`config.mk`:
```
export PLATFORM = sky130hd
export DESIGN_NAME = clint_bus_bridge_flat
export DESIGN_NICKNAME = d
export VERILOG_FILES = /design/src/rtl/clint_pkg.sv /design/src/rtl/clint_bus_bridge_if.sv /design/src/rtl/clint_addr_decode.sv /design/src/rtl/clint_bus_bridge.sv /design/src/flat_wrapper.sv
export SDC_FILE = /design/constraint.sdc
export NUM_CORES = 1
export LEC_CHECK = 0
export BUFFER_PORTS_ARGS = -buffer_cell sky130_fd_sc_hd__buf_2
export CAP_MARGIN = 0
export CELL_PAD_IN_SITES_DETAIL_PLACEMENT = 0
export CELL_PAD_IN_SITES_GLOBAL_PLACEMENT = 1
export CORE_MARGIN = 3
export CORE_UTILIZATION = 41
export CTS_CLUSTER_DIAMETER = 150
export DETAILED_ROUTE_END_ITERATION = 10
export PLACE_DENSITY = 0.85
export SETUP_SLACK_MARGIN = 0.3
export SYNTH_ARGS = -nofsm -noshare
export SYNTH_HDL_FRONTEND = slang
export SYNTH_SLANG_ARGS = --single-unit
```
`constraint.sdc`:
```
create_clock -name clk -period 3.2 [get_ports clk]
set_input_delay 0.32 -clock clk [delete_from_list [all_inputs] [get_ports clk]]
set_output_delay 0.32 -clock clk [all_outputs]
set_load 0.1 [all_outputs]
```
`src/rtl/clint_pkg.sv`:
```
// Shared types and constants for the CLINT bus bridge.
// CLINT_BRIDGE_WSTRB_EN adds the MERGE state for partial-strobe stores.
package clint_pkg;

    typedef enum logic [1:0] {
        IDLE  = 2'd0,
        PROC  = 2'd1,
        RESP  = 2'd3
`ifdef CLINT_BRIDGE_WSTRB_EN
        ,
        MERGE = 2'd2
`endif
    } state_t;

    localparam logic [15:0] MSIP_OFF     = 16'h0000;
    localparam logic [15:0] MTIMECMP_OFF = 16'h4000;
    localparam logic [15:0] MTIME_OFF    = 16'hBFF8;

    localparam logic [1:0] IDX_MSIP     = 2'd0;
    localparam logic [1:0] IDX_MTIME    = 2'd1;
    localparam logic [1:0] IDX_MTIMECMP = 2'd2;

    function automatic logic [63:0] strb_merge(
        input logic [63:0] old_w,
        input logic [63:0] new_w,
        input logic [7:0]  strb
    );
        logic [63:0] m;
        m = old_w;
        for (int k = 0; k < 8; k++)
            if (strb[k]) m[8*k +: 8] = new_w[8*k +: 8];
        return m;
    endfunction

endpackage

```
`src/rtl/clint_bus_bridge_if.sv`:
```
// Single-beat request/response channel between the
// data-bus interconnect and the CLINT bridge.
interface clint_bus_bridge_if #(
    parameter int ADDR_W = 64
);
    logic              i_req_valid;
    logic              o_req_ready;
    logic              i_req_we;
    logic [ADDR_W-1:0] i_req_addr;
    logic [63:0]       i_req_wdata;
    logic [7:0]        i_req_wstrb;
    logic              o_rsp_valid;
    logic              i_rsp_ready;
    logic [63:0]       o_rsp_rdata;
    logic              o_rsp_err;

    modport master (
        output i_req_valid, i_req_we, i_req_addr,
        output i_req_wdata, i_req_wstrb, i_rsp_ready,
        input  o_req_ready, o_rsp_valid,
        input  o_rsp_rdata, o_rsp_err
    );

    modport slave (
        input  i_req_valid, i_req_we, i_req_addr,
        input  i_req_wdata, i_req_wstrb, i_rsp_ready,
        output o_req_ready, o_rsp_valid,
        output o_rsp_rdata, o_rsp_err
    );
endinterface

```
`src/rtl/clint_addr_decode.sv`:
```
// Byte address to CLINT register index; err on miss or misalignment.
module clint_addr_decode
    import clint_pkg::*;
#(
    parameter int                ADDR_W = 64,
    parameter logic [ADDR_W-1:0] BASE   = '0
) (
    input  logic [ADDR_W-1:0] addr,
    output logic [1:0]        idx,
    output logic              err
);
    logic [ADDR_W-1:0] off;
    logic              in_win;
    logic [15:0]       lo;

    // Addresses below BASE wrap to a huge offset and fall outside.
    assign off    = addr - BASE;
    assign in_win = ~|off[ADDR_W-1:16];
    assign lo     = off[15:0];

    always_comb begin
        idx = IDX_MSIP;
        err = 1'b1;
        unique case (1'b1)
            in_win && (lo == MSIP_OFF): begin
                idx = IDX_MSIP;
                err = 1'b0;
            end
            in_win && (lo == MTIMECMP_OFF): begin
                idx = IDX_MTIMECMP;
                err = 1'b0;
            end
            in_win && (lo == MTIME_OFF): begin
                idx = IDX_MTIME;
                err = 1'b0;
            end
            default: ;
        endcase
        if (|addr[2:0]) err = 1'b1;
    end
endmodule

```
`src/rtl/clint_bus_bridge.sv`:
```
// Bus front end for the CLINT register block.
// CLINT_BRIDGE_WSTRB_EN enables read-modify-write for partial strobes.
module clint_bus_bridge
    import clint_pkg::*;
#(
    parameter logic [63:0] BASE_ADDR = 64'h0000_0000_0200_0000,
    parameter int          ADDR_W    = 64
) (
    input  logic              clk,
    input  logic              arstn,
    clint_bus_bridge_if.slave bus,
    output logic              o_clint_we,
    output logic [1:0]        o_clint_addr,
    output logic [63:0]       o_clint_wdata,
    input  logic [63:0]       i_clint_rdata
);
    state_t      state;
    logic        we_q;
    logic [1:0]  idx_q;
    logic [63:0] wdata_q;
    logic [7:0]  wstrb_q;
    logic        err_q;
    logic        rsp_valid_q;
    logic [63:0] rsp_rdata_q;
    logic        rsp_err_q;
    logic [1:0]  dec_idx;
    logic        dec_err;
    logic        strb_err;

    clint_addr_decode #(
        .ADDR_W (ADDR_W),
        .BASE   (BASE_ADDR[ADDR_W-1:0])
    ) u_dec (
        .addr (bus.i_req_addr),
        .idx  (dec_idx),
        .err  (dec_err)
    );

`ifdef CLINT_BRIDGE_WSTRB_EN
    assign strb_err = 1'b0;
`else
    assign strb_err = bus.i_req_we
                    && (bus.i_req_wstrb != 8'hFF)
                    && (bus.i_req_wstrb != 8'h00);
`endif

    assign bus.o_req_ready = arstn && (state == IDLE);
    assign bus.o_rsp_valid = rsp_valid_q;
    assign bus.o_rsp_rdata = rsp_rdata_q;
    assign bus.o_rsp_err   = rsp_err_q;
    assign o_clint_addr    = idx_q;

    always_ff @(posedge clk or negedge arstn) begin
        if (!arstn) begin
            state         <= IDLE;
            we_q          <= 1'b0;
            idx_q         <= '0;
            wdata_q       <= '0;
            wstrb_q       <= '0;
            err_q         <= 1'b0;
            rsp_valid_q   <= 1'b0;
            rsp_rdata_q   <= '0;
            rsp_err_q     <= 1'b0;
            o_clint_we    <= 1'b0;
            o_clint_wdata <= '0;
        end else begin
            o_clint_we <= 1'b0;
            unique case (state)
                IDLE: begin
                    if (bus.i_req_valid) begin
                        we_q    <= bus.i_req_we;
                        idx_q   <= dec_idx;
                        wdata_q <= bus.i_req_wdata;
                        wstrb_q <= bus.i_req_wstrb;
                        err_q   <= dec_err | strb_err;
                        state   <= PROC;
                    end
                end
                PROC: begin
                    rsp_rdata_q <= '0;
                    rsp_err_q   <= 1'b0;
                    rsp_valid_q <= 1'b1;
                    state       <= RESP;
                    if (err_q) begin
                        rsp_err_q <= 1'b1;
                    end else if (!we_q) begin
                        rsp_rdata_q <= i_clint_rdata;
                    end else if (wstrb_q == 8'hFF) begin
                        o_clint_we    <= 1'b1;
                        o_clint_wdata <= wdata_q;
                    end else if (wstrb_q != 8'h00) begin
`ifdef CLINT_BRIDGE_WSTRB_EN
                        // Merge against the value read this cycle.
                        o_clint_we    <= 1'b1;
                        o_clint_wdata <= strb_merge(i_clint_rdata,
                                                    wdata_q, wstrb_q);
                        rsp_valid_q   <= 1'b0;
                        state         <= MERGE;
`else
                        rsp_err_q <= 1'b1;
`endif
                    end
                end
`ifdef CLINT_BRIDGE_WSTRB_EN
                MERGE: begin
                    rsp_valid_q <= 1'b1;
                    state       <= RESP;
                end
`endif
                RESP: begin
                    if (bus.i_rsp_ready) begin
                        rsp_valid_q <= 1'b0;
                        state       <= IDLE;
                    end
                end
                default: state <= IDLE;
            endcase
        end
    end
endmodule
```
`src/flat_wrapper.sv`:
```
// flat-port wrapper written by rule: the top's interface ports become plain ports
module clint_bus_bridge_flat import clint_pkg::*;
#(
    parameter logic [63:0] BASE_ADDR = 64'h0000_0000_0200_0000,
    parameter int          ADDR_W    = 64
)
  (clk, arstn, o_clint_we, o_clint_addr, o_clint_wdata, i_clint_rdata, bus_i_req_valid, bus_i_req_we, bus_i_req_addr, bus_i_req_wdata, bus_i_req_wstrb, bus_i_rsp_ready, bus_o_req_ready, bus_o_rsp_valid, bus_o_rsp_rdata, bus_o_rsp_err);
  clint_bus_bridge_if #(.ADDR_W(ADDR_W)) bus_i ();
  input  logic clk;
  input  logic arstn;
  output logic o_clint_we;
  output logic [1:0] o_clint_addr;
  output logic [63:0] o_clint_wdata;
  input  logic [63:0] i_clint_rdata;
  input wire logic [$bits(bus_i.i_req_valid)-1:0] bus_i_req_valid;
  input wire logic [$bits(bus_i.i_req_we)-1:0] bus_i_req_we;
  input wire logic [$bits(bus_i.i_req_addr)-1:0] bus_i_req_addr;
  input wire logic [$bits(bus_i.i_req_wdata)-1:0] bus_i_req_wdata;
  input wire logic [$bits(bus_i.i_req_wstrb)-1:0] bus_i_req_wstrb;
  input wire logic [$bits(bus_i.i_rsp_ready)-1:0] bus_i_rsp_ready;
  output wire logic [$bits(bus_i.o_req_ready)-1:0] bus_o_req_ready;
  output wire logic [$bits(bus_i.o_rsp_valid)-1:0] bus_o_rsp_valid;
  output wire logic [$bits(bus_i.o_rsp_rdata)-1:0] bus_o_rsp_rdata;
  output wire logic [$bits(bus_i.o_rsp_err)-1:0] bus_o_rsp_err;
  assign bus_i.i_req_valid = bus_i_req_valid;
  assign bus_i.i_req_we = bus_i_req_we;
  assign bus_i.i_req_addr = bus_i_req_addr;
  assign bus_i.i_req_wdata = bus_i_req_wdata;
  assign bus_i.i_req_wstrb = bus_i_req_wstrb;
  assign bus_i.i_rsp_ready = bus_i_rsp_ready;
  assign bus_o_req_ready = bus_i.o_req_ready;
  assign bus_o_rsp_valid = bus_i.o_rsp_valid;
  assign bus_o_rsp_rdata = bus_i.o_rsp_rdata;
  assign bus_o_rsp_err = bus_i.o_rsp_err;
  clint_bus_bridge #(.BASE_ADDR(BASE_ADDR), .ADDR_W(ADDR_W)) u_core (.clk(clk), .arstn(arstn), .bus(bus_i), .o_clint_we(o_clint_we), .o_clint_addr(o_clint_addr), .o_clint_wdata(o_clint_wdata), .i_clint_rdata(i_clint_rdata));
endmodule
```
==> results of run 1 <==
metrics by stage:
stage | utilization (%) | instances
3_3_place_gp | 52.4 | 1145
2_1_floorplan | - | 565
4_1_cts | 56.4 | 1187
5_1_grt | 56.4 | 1188
6_report | 56.4 | 1188
3_5_place_dp | 52.4 | 1145
sequential cells by signal (all words and copies together) (netlist names):
| register | cells |
|---|---|
| u_core.bus.o_rsp_valid | 1 |
| u_core.we_q | 1 |
| u_core.wstrb_q | 8 |
| u_core.o_clint_wdata | 64 |
| u_core.wdata_q | 64 |
| u_core.o_clint_addr | 2 |
| u_core.o_clint_we | 1 |
| u_core.state | 2 |
| u_core.err_q | 1 |
| u_core.bus.o_rsp_rdata | 64 |
| u_core.bus.o_rsp_err | 1 |
area by class of cell:
cell class	count	area [µm²]	area share, %
Clock inverter	12	154	1.38
Timing Repair Buffer	346	1800	16.2
Antenna cell	1	2.50	0.0225
Multi-Input combinational cell	319	2960	26.6
Sequential cell	209	5230	47.0
Clock buffer	29	628	5.64
Tap cell	265	332	2.98
Inverter	7	26.3	0.236
worst max-delay path by stage:
stage                                         endpoint
CTS                           u_core.err_q$_DFFE_PN0P_
global route        u_core.o_clint_addr[0]$_DFFE_PN0P_
global placement              u_core.err_q$_DFFE_PN0P_
floorplan                     u_core.err_q$_DFFE_PN0P_
detailed placement            u_core.err_q$_DFFE_PN0P_
finish                        u_core.err_q$_DFFE_PN0P_
synth_stat cells, types with 6 or more instances:
| cell type | number | area [µm²] |
|---|---|---|
| o21ai_0 | 7 | 35.0 |
| xnor2_1 | 6 | 52.6 |
| mux2_2 | 136 | 1530 |
| inv_1 | 7 | 26.3 |
| nand2_1 | 9 | 33.8 |
| nor2_1 | 6 | 22.5 |
| dfrtp_1 | 209 | 5230 |
| clkbuf_1 | 23 | 86.3 |
| nor3_1 | 11 | 55.1 |
| nor4_1 | 15 | 93.8 |
| or4_1 | 8 | 60.1 |
| nand4_1 | 10 | 62.6 |
| a22o_1 | 64 | 561 |
layer usage:
layer | GRT usage (%) | wire, µm | vias to the layer above
met1 | 22.8 | 8590 | 2989
met2 | 32.9 | 10800 | 235
met4 | 4.99 | 586 | 0
met5 | 0 | 0 | -
li1 | - | - | 2814
met3 | 5.55 | 1820 | 37
kinds of logic after synthesis:
logic type / count (synthesis) / synth area share (%)
buffers and inverters: 37 / 1.87
DFF: 209 / 62.9
xor gates and xnor gates: 6 / 0.632
and+or+nand+nor: 88 / 6.93
adders and majority gates: 1 / 0.150
AOI/OAI and AO/OA: 88 / 9.13
muxes: 136 / 18.4
timing repair:
action	CTS	global route
hold buffers	1	0
setup endpoints to repair	0	0
endpoints found under the hold margin	38	0
where the power goes:
| part | internal [mW] | total (mW) | switching, mW |
|---|---|---|---|
| logic | 0.728 | 2.04 | 1.31 |
| registers | 3.23 | 3.52 | 0.298 |
| clock network | 1.64 | 2.69 | 1.04 |
==> metrics.md, run 1 <==
| Metric | Value |
|---|---|
| WHS | 0.0423 ns |
| Commonest non-fill, non-tap cell in the layout | buf_2 |
| Setup Total Neg Slack | 0 ns |
| Vias | 6075 |
| Setup slack after layout | 0.911 ns |
| Post-Route WL | 21800 µm |
| First-pass GRT wire length | 33500 µm |
| R2R depth | 6 |
| WL per Instance | 18.3 µm |
| Worst EP arrival | 2.66 ns |
| Final min period | 2.29 ns |
| Post-route cell area | 11100 µm² |
| Largest delay share family, worst path | simple AND/OR/NAND/NOR gates |
| Clk slew on worst S/H paths | 0.06 ns |
| Final number of max-transition violations | 0 |
| Reg2reg start | u_core.state[0]$_DFFE_PN0P_ |
| Total nets after synthesis | 771 |
| Hold crit path type | in2reg |
| Core area | 19700 µm² |
| Via/cell ratio | 5.11 |
| Final hold vios | 0 |
| FF-to-FF End | u_core.err_q$_DFFE_PN0P_ |
| Critical path depth | 9 |
| Die Span X | 148 µm |
| RSZ-0062 raised after global routing | no |
| Synth unique cells | 47 |
| Clk buf depth | 3 |
| Design Power | 8.25 mW |
| Power Density | 741 nW/µm² |
| Startpoint Class | primary input |
| Seq/Total Area, Yosys | 62.9% |
| Relative slew slack | 48.0% |
| Fillers | 1658 |
| Die H | 148 µm |
| Hold path startpoint | i_clint_rdata[27] |
| Final ANT Viol Nets | 0 |
| Required time worst endpoint | 3.57 ns |
| CP Capture Type | flip-flop |
| Slowest CP cell | or3_2 |
| Initial Utilization | 42.2% |
| LEAKAGE | 5.75 nW |
| Post_cts resized | 0 |
| Yosys reg bits | 209 |
| Async SR Flop Fraction | 100% |
| Post-layout nets | 1112 |
| Post-Syn Instances | 565 |
| Worst Tran Pin Value | 0.781 ns |
| I/O pin count | 339 |
| Die area | 22000 µm² |
| Layout area overhead | 33.8% |
| Clock skew | 0.0125 ns |
| Share of cells above drive strength 1 | 58.2% |
| Syn_area_per_cell | 14.7 µm² |
| Number of global-route vias before repair | 6254 |
| WHS Path Cells | 2 |
| Post-CTS setup buffer count | 0 |
| Synth Warn # | 0 |
| Final HPWL DP | 15700 µm |
| Max incr delay on CP | 0.53 ns |
| Port bufs | 338 |
| DRT iter0 DRCs | 195 |
| GR Overflow Total | 0 |
| Status | completed |
| R2R Setup Slk | 0.91 ns |
| Max_cap viols | 0 |
| Primary FF master, synth | dfrtp_1 |
| CTS tree | built |
| CP Cell Sequence | buf_2 -> inv_1 -> ha_1 -> nor3b_1 -> nand4_1 -> or3_2 -> a2111oi_4 -> nand4_2 -> o32a_1 |
| Most frequent cells in the layout | 337 x buf_2, 209 x dfrtp_1, 136 x mux2_2, 64 x a22o_1, 23 x clkbuf_16 |
| Initial antenna violation count | 1 |
| Area of placed instances | 10300 µm² |
| Period utilisation layout | 71.5% |
| Clock latency on the worst-skew pair | 0.50 ns |
| CTS H-tree lvls | 1 |
| Setup Crit Path Kind | in2reg |
| Max Freq | 437 MHz |
| Largest net degree at the start of global routing | 106 |
| Routability Congestion | 0.900 |
| Hold path endpoint | u_core.bus.o_rsp_rdata[27]$_DFFE_PN0P_ |
| EDFF count, synth | 0 |
| CTS Buf Count | 23 |
| WP buf/inv | 2 |
| CTS Root Cell | clkbuf_16 |
| Total clock sinks | 209 |
| Area of the mapped netlist | 8320 µm² |
| CP startpoint | bus_i_req_addr[25] |
| DR pass1 iterations | 4 |
| Total GRT Usage | 18.8% |
| Row count | 51 |
| Peak supply drop | 496 µV |
| DR DRC count | 0 |
| Worst-path fanout max | 6 |
| Setup-failing EPs final | 0 |
| Place WS | 0.404 ns |
Note: power is estimated with default switching activity, not from simulation.
==> run 2, diff against run 1 <==
Settings changed: CORE_UTILIZATION 41 to 38, PLACE_DENSITY 0.85 to 0.8.
Clock period 3.2 ns to 2.2 ns, I/O delays scaled along.
==> metrics.md, run 2 (same netlist as run 1, synthesis figures left out) <==
| Metric | Value |
|---|---|
| Status | completed |
| Setup Crit Path Kind | reg2reg |
| Die area | 23700 µm² (+7.6%) |
| Max Freq | 525 MHz |
| Routability Congestion | 0.888 (-1.3%) |
| CTS Root Cell | clkbuf_16 |
| Slowest CP cell | dfrtp_1 |
| Row count | 53 (+3.9%) |
| Final min period | 1.91 ns |
| Startpoint Class | flip-flop |
| Seq pwr share | 41.4% (-1.3 points) |
| Final number of max-transition violations | 0 (unchanged) |
| Port bufs | 338 (unchanged) |
| Relative slew slack | 43.2% (-4.7 points) |
| Power Density | 930 nW/µm² (+25%) |
| Largest net degree at the start of global routing | 164 (+55%) |
| Required time worst endpoint | 2.60 ns (-0.97 ns) |
| RSZ-0062 raised after global routing | yes |
| Post-Route WL | 25100 µm (+16%) |
| Most frequent cells in the layout | 336 x buf_2, 209 x dfrtp_1, 140 x dlygate4sd3_1, 94 x mux2_2, 64 x a22o_1 |
| First-pass GRT wire length | 38500 µm (+15%) |
| DR pass1 iterations | 4 (unchanged) |
| CTS tree | built |
| Initial antenna violation count | 0 (-1) |
| Commonest non-fill, non-tap cell in the layout | buf_2 |
| Final ANT Viol Nets | 0 (unchanged) |
| DR DRC count | 0 (unchanged) |
| NetSw | 3.96 mW (+49%) |
| Setup Total Neg Slack | 0 ns (unchanged) |
| Post-layout nets | 1299 (+17%) |
| Util after Layout | 62.9% (+6.4 points) |
| Worst Tran Pin Value | 0.851 ns (+0.0707 ns) |
| Max incr delay on CP | 0.40 ns (-0.13 ns) |
| Die Span X | 154 µm (+3.7%) |
| LEAKAGE | 6.74 nW (+17%) |
| Final HPWL DP | 15700 µm (-0.46%) |
| Peak supply drop | 636 µV (+28%) |
| Number of diodes | 0 (-1) |
| Number of global-route vias before repair | 7479 (+20%) |
| Max_cap viols | 0 (unchanged) |
| CTS Buf Count | 23 (unchanged) |
| Layout area overhead | 60.9% |
| Setup-failing EPs final | 0 (unchanged) |
| GR Overflow Total | 0 (unchanged) |
| CTS H-tree lvls | 1 (unchanged) |
| Worst EP arrival | 2.30 ns (-0.36 ns) |
| Clock power frac | 31.4% (-1.2 points) |
| Hold crit path type | in2reg |
| Share of cells above drive strength 1 | 53.7% (-4.5 points) |
| I/O pin count | 339 (unchanged) |
| Internal Power | 8.49 mW (+52%) |
| WL per Instance | 18.2 µm (-0.73%) |
| Clock latency on the worst-skew pair | 0.49 ns (about the same) |
| Core area | 21300 µm² (+8.0%) |
| Clock skew | 0.00698 ns (-0.00549 ns) |
| Via/cell ratio | 4.99 (-2.4%) |
| Total clock sinks | 209 (unchanged) |
| DRT iter0 DRCs | 409 (+110%) |
| Initial Utilization | 39.1% (-3.1 points) |
| WHS | 0.115 ns (+0.0724 ns) |
| Comb pwr share | 27.2% (+2.5 points) |
| Worst-path fanout max | 3 (-3) |
| Clk slew on worst S/H paths | 0.06 ns (about the same) |
| Final hold vios | 0 (unchanged) |
| CP Capture Type | flip-flop |
| Clk buf depth | 3 (unchanged) |
| Period utilisation layout | 86.6% |
| Die H | 154 µm (+3.7%) |
| Fillers | 1609 (-3.0%) |
| Total GRT Usage | 19.6% (+0.77 points) |
| Vias | 6902 (+14%) |
| CP Cell Sequence | nor3b_4 -> nand3_1 -> a211o_1 -> nor4_4 -> nand4_2 -> buf_4 -> o31ai_2 |
| Switching share of power | 31.8% (-0.32 points) |
-- run 2: cell count changes in the layout (fill, tap and decap cells not counted), moves of 6 or more --
cell	before	now
buf_6	0	7
dlygate4sd3_1	1	140
buf_12	3	9
buf_4	4	33
mux2_2	136	94
mux2_4	0	42
-- run 2: path summary, 6_finish.rpt --
check / depth (start not counted) / slack (ns) / end / start
worst max register to register: 7 / 0.29 / u_core.o_clint_addr[1]$_DFFE_PN0P_ / u_core.state[0]$_DFFE_PN0P_
min in group asynchronous: 3 / 0.44 / u_core.state[1]$_DFFE_PN0P_ / arstn
max in group asynchronous: 3 / 1.07 / u_core.o_clint_wdata[10]$_DFFE_PN0P_ / arstn
worst min register to register: 2 / 0.48 / u_core.bus.o_rsp_err$_DFFE_PN0P_ / u_core.bus.o_rsp_err$_DFFE_PN0P_
worst max-delay path: 7 / 0.29 / u_core.o_clint_addr[1]$_DFFE_PN0P_ / u_core.state[0]$_DFFE_PN0P_
worst min-delay path: 5 / 0.11 / u_core.o_clint_addr[1]$_DFFE_PN0P_ / bus_i_req_addr[14]
-- run 2: cell type report --
type | instances | area [µm²] | share of cell area, %
sequential | 209 | 5230 | 39.1
timing repair buffer | 533 | 3790 | 28.3
multi-input combinational | 319 | 3220 | 24.0
clock buffer | 30 | 652 | 4.87
tap | 275 | 344 | 2.57
clock inverter | 10 | 131 | 0.981
inverter | 7 | 26.3 | 0.196
-- run 2: worst max-delay path: cells and delay by family (launching register included) --
family / cells / cell delay [ns]
buffers and inverters: 1 / 0.18
AO/OA/AOI/OAI: 2 / 0.49
flip-flops: 1 / 0.40
AND/OR/NAND/NOR: 4 / 0.75
-- run 2: power groups by stage --
stage / clock network, mW / logic (mW) / registers, mW
4_1_cts: 4.02 / 3.32 / 5.11
5_1_grt: 4.19 / 3.62 / 5.26
3_3_place_gp: 0 / 3.00 / 5.15
2_1_floorplan: 0 / 1.33 / 6.04
6_report: 3.91 / 3.38 / 5.15
3_5_place_dp: 0 / 3.03 / 5.18
-- run 2: repair_timing --
item / CTS / global route
resized for setup: 14 / 58
endpoints found under the hold margin: 326 / 0
pin swaps: 6 / 4
setup buffers: 5 / 7
gates cloned: 2 / 4
endpoints found under the setup margin: 119 / 113
hold buffers: 140 / 0
-- run 2: per-layer routing --
| layer | vias to the layer above | part of all wire (%) | GRT usage, % |
|---|---|---|---|
| li1 | 3193 | - | - |
| met1 | 3376 | 40 | 24.7 |
| met2 | 275 | 50 | 33.1 |
| met3 | 58 | 7.1 | 5.07 |
| met4 | 0 | 2.9 | 6.10 |
| met5 | - | 0 | 0 |
-- run 2: through the flow --
stage	cell area [µm²]	setup slack, ns	instances	power [mW]
2_1_floorplan	8370	0.0159	565	7.37
3_3_place_gp	10600	-0.178	1185	8.14
3_5_place_dp	10600	-0.216	1185	8.21
4_1_cts	13000	0.202	1372	12.4
5_1_grt	13400	0.133	1383	13.1
6_report	13400	0.294	1383	12.4
==> run 3, diff against run 2 <==
Clock period 2.2 ns to 1.9 ns, I/O delays scaled along.
==> metrics.md, run 3 (same netlist as run 1, synthesis figures left out) <==
| Metric | Value |
|---|---|
| Status | finished with violations |
| Failing checks | setup timing |
| Final HPWL DP | 16100 µm (+2.7%) |
| First-pass GRT wire length | 40300 µm (+4.6%) |
| Die H | 154 µm (unchanged) |
| Port bufs | 338 (unchanged) |
| WP buf/inv | 0 (-1) |
| DRT iter0 DRCs | 314 (-23%) |
| LEAKAGE | 7.24 nW (+7.4%) |
| GR Overflow Total | 0 (unchanged) |
| CTS H-tree lvls | 1 (unchanged) |
| Total GRT Usage | 20.8% (+1.2 points) |
| Max_cap viols | 0 (unchanged) |
| Initial Utilization | 39.1% (unchanged) |
| Setup-failing EPs final | 1 (+1) |
| Worst Tran Pin Value | 0.878 ns (+0.0270 ns) |
| Clock skew | 0.0193 ns (+0.0123 ns) |
| Fillers | 1459 (-9.3%) |
| Hold crit path type | in2reg |
| Core area | 21300 µm² (unchanged) |
| WL per Instance | 19.4 µm (+6.5%) |
| Comb pwr share | 32.1% (+4.9 points) |
| Period utilisation layout | 103% (+16 points) |
| Place WS | -0.468 ns (-0.252 ns) |
| Die Span X | 154 µm (unchanged) |
| Largest delay share family, worst path | simple AND/OR/NAND/NOR gates |
| Final ANT Viol Nets | 0 (unchanged) |
| Final hold vios | 0 (unchanged) |
| Power Density | 1110 nW/µm² (+19%) |
| Vias | 7126 (+3.2%) |
| Via/cell ratio | 5.01 (+0.48%) |
| I/O pin count | 339 (unchanged) |
| Initial antenna violation count | 1 (+1) |
| Layout area overhead | 71.6% |
| Internal Power | 10.7 mW (+26%) |
| Required time worst endpoint | 2.28 ns (-0.32 ns) |
| Post-Route WL | 27500 µm (+9.4%) |
| Share of cells above drive strength 1 | 54.9% (+1.2 points) |
| Util after Layout | 67.1% (+4.2 points) |
| Total clock sinks | 209 (unchanged) |
| Relative slew slack | 41.4% (-1.8 points) |
| Worst EP arrival | 2.34 ns (+0.04 ns) |
| CTS tree | built |
| CP Cell Sequence | nor3b_4 -> nand3_1 -> a211o_1 -> nor4_4 -> nand4_2 -> o32a_1 |
| Clk slew on worst S/H paths | 0.06 ns (about the same) |
| DR DRC count | 0 (unchanged) |
| Max incr delay on CP | 0.41 ns (about the same) |
| Slowest CP cell | dfrtp_1 |
| Seq pwr share | 38.3% (-3.1 points) |
| Setup Total Neg Slack | -0.0506 ns (-0.0506 ns) |
| Final min period | 1.95 ns (+0.0449 ns) |
| DR pass1 iterations | 5 (+1) |
| RSZ-0062 raised after global routing | yes |
| Setup slack after layout | -0.0506 ns (-0.345 ns) |
| CP Capture Type | flip-flop |
| Worst-path fanout max | 3 (unchanged) |
| CTS Buf Count | 23 (unchanged) |
| Clock power frac | 29.6% (-1.8 points) |
| Switching share of power | 32.5% (+0.64 points) |
| Post-layout nets | 1335 (+2.8%) |
| Largest net degree at the start of global routing | 139 (-15%) |
| Routability Congestion | 0.826 (-7.0%) |
| Setup Crit Path Kind | reg2reg |
| CTS Root Cell | clkbuf_16 |
| Max Freq | 513 MHz (-2.3%) |
| Peak supply drop | 711 µV (+12%) |
| Startpoint Class | flip-flop |
| Most frequent cells in the layout | 336 x buf_2, 209 x dfrtp_1, 140 x dlygate4sd3_1, 136 x mux2_4, 64 x a22o_1 |
| Row count | 53 (unchanged) |
| NetSw | 5.13 mW (+30%) |
| Clock latency on the worst-skew pair | 0.52 ns (+0.03 ns) |
| Die area | 23700 µm² (unchanged) |
| Final number of max-transition violations | 0 (unchanged) |
| Number of global-route vias before repair | 7603 (+1.7%) |
| Commonest non-fill, non-tap cell in the layout | buf_2 |
| Clk buf depth | 3 (unchanged) |
[run 3: cell types whose count changed in the layout (fill, tap and decap cells not counted), sizes merged]
cell	previous run	this run
buf	388	421
clkinvlp	1	3
clkbuf	35	37
diode	0	1
[run 3: worst paths after layout]
check	end	slack, ns	startpoint	cells past startpoint
max	u_core.err_q$_DFFE_PN0P_	-0.05	u_core.state[0]$_DFFE_PN0P_	6
min	u_core.o_clint_addr[1]$_DFFE_PN0P_	0.09	bus_i_req_addr[14]	5
max reg2reg	u_core.err_q$_DFFE_PN0P_	-0.05	u_core.state[0]$_DFFE_PN0P_	6
min reg2reg	u_core.bus.o_rsp_err$_DFFE_PN0P_	0.48	u_core.bus.o_rsp_err$_DFFE_PN0P_	2
max in group asynchronous	u_core.wdata_q[19]$_DFFE_PN0P_	0.73	arstn	3
min in group asynchronous	u_core.wdata_q[60]$_DFFE_PN0P_	0.51	arstn	3
[run 3: through the flow]
step           cell area (µm²)  instances  hold slack, ns  total power [mW]
3_5_place_dp             11100       1210           0.411              9.72
4_1_cts                  13700       1406          0.0682              14.8
3_3_place_gp             11100       1210           0.406              9.59
5_1_grt                  14300       1421           0.112              16.5
6_report                 14300       1421          0.0934              15.8
2_1_floorplan             8700        565          -0.106              8.63
[run 3: tightest hold or removal path: stages]
cell     delay [ns]
buf_2          0.10
inv_1          0.06
nor2_1         0.05
o21ai_0        0.08
o31ai_1        0.07
[run 3: cell type report]
| type | instances | area (µm²) | share of cell area, % |
|---|---|---|---|
| flip-flops and latches | 209 | 5230 | 36.6 |
| repair buffers | 569 | 4330 | 30.3 |
| multi-input cells | 319 | 3540 | 24.8 |
| clock buffers | 29 | 638 | 4.47 |
| well taps | 275 | 344 | 2.41 |
| clock inverters | 12 | 161 | 1.13 |
| inverters | 7 | 28.8 | 0.202 |
| diodes | 1 | 2.50 | 0.0175 |
[run 3: power by group through the flow]
stage	clock [mW]	combinational, mW	sequential, mW
6_report	4.68	5.07	6.06
3_5_place_dp	0	3.68	6.04
5_1_grt	4.94	5.33	6.18
2_1_floorplan	0	1.59	7.04
4_1_cts	4.74	4.12	5.98
3_3_place_gp	0	3.60	5.98
[run 3: what timing repair did]
| action | in CTS | in global routing |
|---|---|---|
| hold buffers | 140 | 0 |
| setup endpoints to repair | 205 | 206 |
| gates cloned | 6 | 9 |
| pin swaps | 4 | 2 |
| resized for setup | 32 | 86 |
| endpoints found under the hold margin | 349 | 0 |
| setup buffers | 9 | 5 |
[run 3: per-layer routing]
layer | wire, µm | part of all wire [%] | global-route usage (%)
met5 | 0 | 0 | 0
met4 | 1010 | 3.7 | 7.23
met3 | 1450 | 5.3 | 4.14
met2 | 14100 | 51 | 36.4
met1 | 10900 | 40 | 25.6
